`config.mk`:
```
export PLATFORM = sky130hd
export DESIGN_NAME = issue_scheduler
export DESIGN_NICKNAME = d
export VERILOG_FILES = /design/src/rtl/issue_pkg.sv /design/src/rtl/issue_dep_check.sv /design/src/rtl/issue_scheduler.sv
export SDC_FILE = /design/constraint.sdc
export NUM_CORES = 1
export LEC_CHECK = 0
export ABC_AREA = 1
export CAP_MARGIN = 20
export CORE_MARGIN = 8
export CORE_UTILIZATION = 50
export DETAILED_ROUTE_END_ITERATION = 6
export PLACE_DENSITY_LB_ADDON = 0.08
export SYNTH_ARGS = -nofsm -noshare
export SYNTH_HDL_FRONTEND = slang
export SYNTH_SLANG_ARGS = --single-unit
```
`constraint.sdc`:
```
create_clock -name clk -period 7.5 [get_ports clk]
set_input_delay 1.875 -clock clk [delete_from_list [all_inputs] [get_ports clk]]
set_output_delay 1.875 -clock clk [all_outputs]
set_load 0.1 [all_outputs]
```
`src/rtl/issue_pkg.sv`:
```
// Shared constants and types for the dual-issue instruction scheduler.
package issue_pkg;

    localparam int unsigned DEPTH_DEFAULT = 8;
    localparam int unsigned INSTR_W       = 32;
    localparam int unsigned REG_W         = 5;

    // Register-specifier field positions within an instruction word
    localparam int unsigned RD_LSB  = 7;
    localparam int unsigned RD_MSB  = 11;
    localparam int unsigned RS1_LSB = 15;
    localparam int unsigned RS1_MSB = 19;
    localparam int unsigned RS2_LSB = 20;
    localparam int unsigned RS2_MSB = 24;

    // Fetch-valid patterns; FV_BAD (younger without older) is treated as no fetch
    typedef enum logic [1:0] {
        FV_NONE = 2'b00,
        FV_ONE  = 2'b01,
        FV_BAD  = 2'b10,
        FV_TWO  = 2'b11
    } fetch_pat_e;

    function automatic logic [REG_W-1:0] rd_of(input logic [INSTR_W-1:0] instr);
        return instr[RD_MSB:RD_LSB];
    endfunction

    function automatic logic [REG_W-1:0] rs1_of(input logic [INSTR_W-1:0] instr);
        return instr[RS1_MSB:RS1_LSB];
    endfunction

    function automatic logic [REG_W-1:0] rs2_of(input logic [INSTR_W-1:0] instr);
        return instr[RS2_MSB:RS2_LSB];
    endfunction

endpackage

```
`src/rtl/issue_dep_check.sv`:
```
// Read-after-write hazard detector between the two issue candidates.
module issue_dep_check
    import issue_pkg::*;
(
    input  logic [INSTR_W-1:0] older_instr,
    input  logic [INSTR_W-1:0] younger_instr,
    output logic               hazard
);

    logic [REG_W-1:0] older_rd;

    // Younger reads a register the older writes; x0 writes never create a dependency
    always_comb begin
        older_rd = rd_of(older_instr);
        hazard   = (older_rd != '0) &&
                   ((older_rd == rs1_of(younger_instr)) ||
                    (older_rd == rs2_of(younger_instr)));
    end

endmodule

```
`src/rtl/issue_scheduler.sv`:
```
// Dual-issue in-order scheduler: circular instruction buffer feeding two
// issue slots, with slot2 held back on a RAW dependency on slot1.
module issue_scheduler
    import issue_pkg::*;
#(
    parameter int unsigned DEPTH = DEPTH_DEFAULT
) (
    input  logic               clk,
    input  logic               rst_n,
    input  logic [1:0]         fetch_valid,
    input  logic [INSTR_W-1:0] fetch_instr1,
    input  logic [INSTR_W-1:0] fetch_instr2,
    output logic               fetch_ready,
    input  logic               flush,
    input  logic               issue_ready,
    output logic [1:0]         issue_valid,
    output logic [INSTR_W-1:0] issue_instr1,
    output logic [INSTR_W-1:0] issue_instr2,
    output logic               dep_stall,
    output logic [31:0]        issued_cnt,
    output logic [15:0]        stall_cnt
);

    localparam int unsigned PTR_W = $clog2(DEPTH);
    localparam int unsigned CNT_W = PTR_W + 1;

    logic [INSTR_W-1:0] mem [DEPTH];
    logic [PTR_W-1:0]   head;
    logic [PTR_W-1:0]   tail;
    logic [CNT_W-1:0]   count;

    logic [PTR_W-1:0]   head_p1;
    logic [PTR_W-1:0]   tail_p1;
    logic               has_one;
    logic               has_two;
    logic               hazard;
    logic [1:0]         push_cnt;
    logic [1:0]         pop_cnt;

    issue_dep_check u_dep_check (
        .older_instr   (mem[head]),
        .younger_instr (mem[head_p1]),
        .hazard        (hazard)
    );

    // Slot presentation and push/pop amounts, all from registered state
    always_comb begin
        head_p1      = head + 1'b1;
        tail_p1      = tail + 1'b1;
        has_one      = (count != '0);
        has_two      = (count >= CNT_W'(2));
        fetch_ready  = ((CNT_W'(DEPTH) - count) >= CNT_W'(2));

        dep_stall    = has_two && hazard;
        issue_valid  = {has_two && !hazard, has_one};
        issue_instr1 = has_one ? mem[head] : '0;
        issue_instr2 = issue_valid[1] ? mem[head_p1] : '0;

        push_cnt = 2'd0;
        if (fetch_ready) begin
            case (fetch_pat_e'(fetch_valid))
                FV_ONE:  push_cnt = 2'd1;
                FV_TWO:  push_cnt = 2'd2;
                default: push_cnt = 2'd0;
            endcase
        end

        pop_cnt = 2'd0;
        if (issue_ready) begin
            pop_cnt = {1'b0, issue_valid[0]} + {1'b0, issue_valid[1]};
        end
    end

    // Pointers, occupancy and statistics; flush wins over push and pop
    always_ff @(posedge clk or negedge rst_n) begin
        if (!rst_n) begin
            head       <= '0;
            tail       <= '0;
            count      <= '0;
            issued_cnt <= '0;
            stall_cnt  <= '0;
        end else if (flush) begin
            head  <= '0;
            tail  <= '0;
            count <= '0;
        end else begin
            head       <= head + PTR_W'(pop_cnt);
            tail       <= tail + PTR_W'(push_cnt);
            count      <= count + CNT_W'(push_cnt) - CNT_W'(pop_cnt);
            issued_cnt <= issued_cnt + 32'(pop_cnt);
            if (dep_stall && issue_ready && (stall_cnt != '1)) begin
                stall_cnt <= stall_cnt + 16'd1;
            end
        end
    end

    // Buffer storage; not reset, occupancy alone decides what is live
    always_ff @(posedge clk) begin
        if (rst_n && !flush) begin
            if (push_cnt != 2'd0) begin
                mem[tail] <= fetch_instr1;
            end
            if (push_cnt == 2'd2) begin
                mem[tail_p1] <= fetch_instr2;
            end
        end
    end

endmodule

```
## After elaboration in Yosys (flattened, before gate mapping)

Memories as Yosys holds them, arrays and structs flattened.
Index checks and enable logic that the tools add are counted.

| storage, ports and cells | value |
|---|---|
| input bits | 70 |
| bits in registers | 58 |
| bits in writable memories | 256 |
| memories | 1 |
| logic and storage cells | 52 |
| output and inout bits | 116 |

| operators by class | value |
|---|---|
| bitwise operators | 1 |
| order comparisons | 2 |
| equal/unequal tests | 6 |
| reductions and logical operators | 13 |
| mux-type cells | 14 |
| add/subtract/negate cells | 10 |

Memories:

| memory | words | bits a word | rd ports | clocked after Yosys merged registers in | wr ports | line | text |
|---|---|---|---|---|---|---|---|
| mem | 8 | 32 | 2 | 0 | 2 | issue_scheduler.sv:27 | `logic [INSTR_W-1:0] mem [DEPTH];` |

Operator list:

| operator | number |
|---|---|
| 32-bit 2-to-1 mux | 2 |
| 32-bit by 2-bit adder with 32-bit output | 1 |
| 16-bit by 1-bit adder with 16-bit output, second input constant | 1 |
| 16-bit != test, second input constant | 1 |
| 5-bit equality test | 2 |
| 4-bit by 2-bit >= comparator with 1-bit output, second input constant | 2 |
| 3-bit by 1-bit adder with 3-bit output, second input constant | 2 |
| 3-bit by 2-bit adder with 3-bit output | 2 |
| 1-bit logical AND | 6 |
| 1-bit 2-to-1 mux | 6 |
| 3-bit 2-to-1 mux | 2 |
| 5-bit nonzero test | 1 |
| 4-bit by 2-bit adder with 4-bit output | 1 |
| 2-bit equality test, second input constant | 2 |
| 2-bit 2-to-1 mux | 2 |
| 4-bit 2-to-1 mux | 1 |
| 2-bit one-hot mux with 2 select lines | 1 |
| 4-bit nonzero test | 1 |
| 4-bit by 2-bit subtractor with 4-bit output | 1 |
| 4-bit subtractor, first input constant | 1 |
| 1-bit by 1-bit adder with 2-bit output | 1 |
| 2-bit by 1-bit equality test with 1-bit output, second input constant | 1 |
| 1-bit logical NOT | 2 |
| 2-bit AND reduction | 1 |
| 3 further kinds | 3 |

## Longest topological paths before layout

Gate-level depths: netlist (run 1).
An unclocked memory read counts as a cell.

| logic depth | value |
|---|---|
| depth in word-level cells | 11 |
| gate-level depth with buffers | 33 |
| gate-level depth less buffers | 30 |

## Hierarchy

A second synthesis (run 1) with hierarchy kept.

| unflattened totals | value |
|---|---|
| cells, all modules | 2,844 |
| area, all modules | 21,254.1 sq um |

Modules (own cells, without submodules):

| module | cells an instance | times used | area each (sq um) | seq. area each (sq um) |
|---|---|---|---|---|
| issue_scheduler | 2,800 | 1 | 21,061.4 | 9,138.8 |
| issue_dep_check | 44 | 1 | 192.7 | 0.0 |

## Worst setup path before layout (run 1)

Ideal clock, no wire load.

| timing path | value |
|---|---|
| path type | register to output |
| start point | reg head[0] |
| end point | out issue_instr1[16] |
| cell stages (with the launch flop) | 8 |
| arrival time | 4.125 ns |
| slack | 1.500 ns |
| required time | 5.625 ns |
| buffers on the path | 5 |
| cell sequence | dfrtp_1 > buf_2 > clkbuf_1 > clkbuf_1 > buf_2 > clkbuf_1 > o21ai_0 > a311oi_1 |

| between the ends | value |
|---|---|
| cells in the longest elaborated chain, start to end | 2 |

RTL lines:

| item | line | text |
|---|---|---|
| from (decl) | issue_scheduler.sv:28 | `logic [PTR_W-1:0] head;` |
| from (signal assigned) | issue_scheduler.sv:87 | `head <= head + PTR_W'(pop_cnt);` |
| memory 8 x 32 bit | n/a |  |
| 32-bit 2-to-1 mux | issue_scheduler.sv:56 | `issue_instr1 = has_one ? mem[head] : '0;` |
| to (decl) | issue_scheduler.sv:17 | `output logic [INSTR_W-1:0] issue_instr1,` |

No other way between the ends.

## Worst setup path after layout (run 1)

| timing path | value |
|---|---|
| start point | reg head[0] |
| end point | out issue_instr1[14] |

The elaborated chain is that of the path after synthesis.

==> results of run 1 <==
==> how the worst max path moves through the flow <==
stage / end / slack [ns]
3_3_place_gp: issue_instr1[14] / 1.80
3_5_place_dp: issued_cnt[28] / 1.65
2_1_floorplan: issue_instr1[16] / 1.50
5_1_grt: issue_instr2[24] / 0.87
4_1_cts: issue_instr1[14] / 1.16
6_report: issue_instr1[14] / 1.07
==> state kept, by name, indices dropped and copies added (netlist names) <==
name        count
mem           256
issued_cnt     32
stall_cnt      16
count           4
head            3
tail            3
==> metal layers <==
metal / part of all wire (%) / global-route usage, % / wire length [um]
met5: 0.021 / 0 / 13
met4: 3.3 / 10.1 / 2040
met3: 9.3 / 4.97 / 5670
met2: 47 / 43.8 / 28500
met1: 41 / 34.4 / 24900
==> layout make-up <==
cell class              instances  area [um2]
fillers                      3342       15000
diodes                          1        2.50
well taps                     511         639
repair buffers                218        2440
flip-flops and latches        314        9150
inverters                     270        1020
clock inverters                17         105
multi-input cells            1745        8370
clock buffers                  50        1030
==> stage by stage <==
step | setup WS, ns | util (%) | total power, uW | area [um2]
finish | 1.07 | 60.3 | 9910 | 22700
global route | 0.869 | 60.2 | 10300 | 22700
detailed placement | 1.65 | 57.2 | 8200 | 21600
global placement | 1.80 | 57.2 | 8150 | 21600
CTS | 1.16 | 60.2 | 9910 | 22700
floorplan | 1.50 | - | 6300 | 19200
==> cell families (layout without fill, tap and decap cells) <==
family	Yosys count	after routing
simple gates	986	986
other cells	0	1
flops	314	314
compound gates	699	699
xor+xnor	39	39
buf+inv	467	555
fa+ha+maj	21	21
==> Yosys cell counts (2+ instances only) <==
library cell  instances  area [um2]
o21ai_1               3        15.0
o21ai_0             487        2440
clkbuf_2              8        40.0
buf_4                 2        15.0
xor2_1               22         193
nor4_1                7        43.8
nor2_1              158         593
ha_1                 16         200
nand4_1               8        50.1
nand2_1             668        2510
inv_2                 2        7.51
nand3_1             133         666
edfxtp_1            256        7690
o21bai_1             16         120
buf_1                45         169
clkbuf_1            117         439
a31oi_1              27         169
a21oi_1             142         711
buf_2                24         120
dfrtp_1              58        1450
inv_1               268        1010
o211ai_1             20         150
xnor2_1              16         140
nor3_1                6        30.0
fa_1                  5         100
==> power by group through the flow <==
stage	Sequential, uW	Clock (uW)	Combinational (uW)
2_1_floorplan	2180	0	4130
3_3_place_gp	2120	0	6030
3_5_place_dp	2120	0	6080
4_1_cts	2090	1730	6100
5_1_grt	2100	1800	6420
6_report	2090	1720	6100
==> critical path, cell delays in order (launching register included) <==
cell             delay (ns)
dfrtp_4                0.72
inv_6                  0.62
buf_4                  0.60
o21ai_0                0.18
o21ai_0                0.10
o21ai_0                0.09
a31oi_1                0.36
clkdlybuf4s50_1        1.21
==> impl_metrics.csv, run 1 <==
group,metric,value,unit
outcome,outcome,"finished, final reports clean",
critical_path,r2r_start,"head[0]",
sta,tns,0,ns
floorplanning,core_area,37800,um2
power,power_density,436,nW/um2
min_path,hp-start,"issued_cnt[31]",
drt,wl_per_cell,19.5,um
drt,drc,0,
cts,cts_sinks,314,
grt,grt_pass1_wl,93.2,mm
logic_synthesis,synth_mux_area_share,0,%
floorplanning,start_util,50.8,%
final_layout,final_common_cell,"nand2_1",
logic_synthesis,avgSynthCellArea,7.59,um2
logic_synthesis,synth-main-ff-cell,"edfxtp_1",
final_layout,layout-drive-gt1-share,5.59,%
power,seqPwrFrac,21.1,%
floorplanning,fp.dieW,212,um
sta,period_share,85.7,%
power,sw_frac_of_total,53.3,%
power,pwr-share-comb,61.6,%
critical_path,r2r_cells,28,
cts,cts_root_buf,"clkbuf_16",
cts,ctsResizeCount,0,
sta,rsz0062_at_grt,"false",
drt,wirelength,61.1,mm
critical_path,crit_required,5.62,ns
drt,drt_iter0_markers,1851,
cts,cts_max_path_buffers,3,
sta,holdWs,0.465,ns
critical_path,cp_max_fo,114,
critical_path,setup.worst_path.start,"head[0]",
grt,first_global_vias,16800,
critical_path,arrival,4.56,ns
critical_path,r2r_end,"issued_cnt[28]",
logic_synthesis,synth_edf_count,256,
drt,viasPerCell,5.69,
logic_synthesis,yosys.area_share.adder,1.57,%
logic_synthesis,synth.cell_area,19200,um2
floorplanning,num_rows,71,
critical_path,worst_setup_path_start_kind,"flop",
final_layout,final_cell_mix,"660 x nand2_1, 479 x o21ai_0, 267 x inv_1, 256 x edfxtp_1, 158 x nor2_1",
sta,setup_violations,0,
sta,tightestPinTransition,1.09,ns
grt,antenna_found_initial,1,
cts,clk_pin_slew_worst_paths,0.06,ns
logic_synthesis,ys.warnings.count,0,
logic_synthesis,synth_cells,2526,
power,pwr-share-clk,17.3,%
floorplanning,dieHeight,212,um
logic_synthesis,yosysSeqAreaShare,47.7,%
sta,finalClockSkew,0.0145,ns
final_layout,syn2layout_area_growth,18.6,%
grt,grt_util_all_layers,26.6,%
cts,postCtsSetupBuffers,0,
sta,max_clock_freq,0.155,GHz
cts,cts_hold_buf,0,
grt,overflow,0,
final_layout,final_cells,3126,
floorplanning,io_pins,186,
cts,cts_tree,"yes",
min_path,min_path_type,"flop to flop",
floorplanning,die_area,44900,um2
logic_synthesis,synth_cell_types,37,
logic_synthesis,synth-compound-area-share,19.0,%
placed_design,dp.cells,3057,
power,p_leak,0.0100,uW
logic_synthesis,ys_seq_elements,314,
critical_path,rrSetupSlack,1.56,ns
placed_design,routabilityCongestion,0.865,
drt,ant_nets,0,
placed_design,dp_hpwl,38.0,mm
sta,slew_violations,0,
cts,h-tree-depth,2,
logic_synthesis,synth-simple-area-share,20.6,%
logic_synthesis,syn-num-nets,2617,
critical_path,setup.worst_path.class,"flop to output port",
cts,clock_latency,0.54,ns
min_path,hold_depth,1,
power,ir_drop,566,uV
final_layout,nets,2677,
critical_path,endpoint_kind,"output port",
logic_synthesis,synthXorXnorAreaFrac,1.82,%
power,netSwitchingPower,5280,uW
power,internal_power,4630,uW
sta,period_needed,6.43,ns
logic_synthesis,synth_top_family_by_area,"simple AND/OR/NAND/NOR gates",
grt,grt_max_degree,115,
cts,cts_buffers,37,
logic_synthesis,synthArstFlopShare,18.5,%
drt,vias,17800,
sta,hold_viol,0,
drt,dr.pass1.iters,6,
sta,max-slew-margin-rel,27.2,%
min_path,hold_end,"issued_cnt[31]",
flow_run,drv_cap,0,
placed_design,port_buffers,185,
No activity file was read; power rests on OpenSTA's default activity.
==> run 2: changes to the inputs <==
--- a/config.mk
+++ b/config.mk
@@ -10,6 +10,7 @@
 export CORE_MARGIN = 8
 export CORE_UTILIZATION = 50
 export DETAILED_ROUTE_END_ITERATION = 6
+export GPL_ROUTABILITY_DRIVEN = 0
 export PLACE_DENSITY_LB_ADDON = 0.08
 export SYNTH_ARGS = -nofsm -noshare
 export SYNTH_HDL_FRONTEND = slang
==> impl_metrics.csv, run 2 (same netlist as run 1, synthesis figures left out) <==
group,metric,value,unit
power,p_leak,0.0101,uW
power,ir_drop,833,uV
final_layout,design_area,22900,um2
drt,viasPerCell,5.62,
sta,layout_setup_ws,1.14,ns
final_layout,largest_reg_flops,256,
flow_run,drv_cap,0,
min_path,min_path_type,"flop to flop",
floorplanning,io_pins,186,
grt,overflow,0,
floorplanning,core_area,37800,um2
final_layout,multi_input_area,8370,um2
cts,cts_root_buf,"clkbuf_16",
cts,cts_max_path_buffers,3,
cts,postCtsSetupBuffers,0,
power,netSwitchingPower,5290,uW
sta,setup_violations,0,
critical_path,setup.worst_path.class,"flop to output port",
drt,wl_per_cell,19.4,um
sta,hold_viol,0,
placed_design,preCtsSetupSlack,1.61,ns
cts,ctsResizeCount,0,
final_layout,nets,2679,
critical_path,worst_setup_path_start_kind,"flop",
critical_path,crit_top_cell,"nand2_1",
sta,period_needed,6.36,ns
critical_path,cp_max_fo,54,
floorplanning,start_util,50.8,%
power,pwr-share-clk,17.7,%
cts,clk_pin_slew_worst_paths,0.06,ns
floorplanning,fp.dieW,212,um
final_layout,syn2layout_area_growth,19.3,%
grt,grt_pass1_wl,93.9,mm
floorplanning,num_rows,71,
critical_path,crit_path_max_incr_delay,0.75,ns
grt,antenna_found_initial,2,
final_layout,reg_top3,"mem (256), issued_cnt (32), stall_cnt (16)",
sta,max-slew-margin-rel,26.4,%
floorplanning,dieHeight,212,um
cts,cts_buffers,37,
power,power_density,436,nW/um2
critical_path,arrival,4.48,ns
cts,cts_sinks,314,
power,seqPwrFrac,20.9,%
sta,finalClockSkew,0.0337,ns
drt,drc,0,
placed_design,dp_hpwl,38.2,mm
drt,dr.pass1.iters,7,
drt,vias,17600,
critical_path,crit_required,5.62,ns
sta,tightestPinTransition,1.10,ns
critical_path,cpLargestDelayFamily,"buffers and inverters",
cts,cts_hold_buf,0,
power,power,9970,uW
critical_path,endpoint_kind,"output port",
final_layout,nFillCells,3325,
placed_design,dpl-instance-area,21700,um2
cts,clock_latency,0.54,ns
sta,period_share,84.7,%
sta,rsz0062_at_grt,"false",
sta,max_clock_freq,0.157,GHz
critical_path,critPathBufInv,3,
final_layout,seqCellArea,9150,um2
sta,slew_violations,0,
drt,wirelength,60.8,mm
final_layout,top_register,"mem",
final_layout,final_common_cell,"nand2_1",
power,sw_frac_of_total,53.0,%
grt,grt_max_degree,186,
sta,tns,0,ns
final_layout,final_cell_mix,"660 x nand2_1, 479 x o21ai_0, 267 x inv_1, 256 x edfxtp_1, 158 x nor2_1",
cts,h-tree-depth,2,
power,internal_power,4680,uW
placed_design,port_buffers,185,
power,pwr-share-comb,61.4,%
critical_path,worstPathCellList,"ha_2, buf_4, a21oi_1, o21ai_0, nand3_1, nand2_1, nand2_1, nand2_1, nand3_1, nand2_1, nand2_1, nand2_1, buf_4, nor2_1, buf_12",
cts,cts_tree,"yes",
drt,drt_iter0_markers,1812,
critical_path,slowest_stage,"ha_2",
drt,ant_nets,0,
floorplanning,die_area,44900,um2
outcome,outcome,"finished, final reports clean",
grt,grt_util_all_layers,26.5,%
sta,holdWs,0.470,ns
grt,first_global_vias,16700,
final_layout,layout-drive-gt1-share,5.81,%
## run 2: changes by cell type in the layout (fill, tap and decap cells not counted), moves of 2 or more
cell      previous run  this run
clkbuf_1            10        12
buf_4               33        30
clkinv_1             8         2
buf_16               1         4
buf_12              33        35
clkbuf_8             1         3
clkinv_2             6         8
## run 2: worst paths after layout
kind / endpoint / slack, ns / from / cells past startpoint
setup / recovery: issue_instr2[22] / 1.14 / head[0] / 15
hold / removal: issued_cnt[31] / 0.47 / issued_cnt[31] / 1
setup reg to reg: issued_cnt[24] / 1.55 / head[0] / 28
hold reg to reg: issued_cnt[31] / 0.47 / issued_cnt[31] / 1
max in group asynchronous: head[1] / 5.30 / rst_n / 2
min in group asynchronous: count[1] / 1.59 / rst_n / 2
## run 2: final cells by class
| type | instances | area share [%] |
|---|---|---|
| multi-input cells | 1745 | 36.6 |
| repair buffers | 220 | 11.1 |
| flip-flops and latches | 314 | 40.0 |
| clock inverters | 14 | 0.580 |
| clock buffers | 53 | 4.53 |
| well taps | 511 | 2.79 |
| inverters | 270 | 4.45 |
| diodes | 1 | 0.0109 |
## run 2: through the flow
step | utilization [%] | std cells
after floorplan | - | 2526
after global placement | 57.2 | 3056
after detailed placement | 57.4 | 3059
after CTS | 60.5 | 3126
after global routing | 60.6 | 3128
final | 60.6 | 3128
## run 2: power by group through the flow
stage          Sequential, uW  Clock, uW  Combinational, uW
6_report                 2080       1760               6120
5_1_grt                  2090       1850               6440
4_1_cts                  2080       1780               6110
3_5_place_dp             2120          0               6090
3_3_place_gp             2120          0               6030
2_1_floorplan            2180          0               4130
## run 2: metal layers
metal / track usage (%) / vias up / part of all wire, %
li1: - / 8496 / -
met1: 35.6 / 8118 / 42
met2: 42.6 / 835 / 46
met3: 4.26 / 135 / 8.9
met4: 10.4 / 2 / 3.3
met5: 0 / - / 0.026
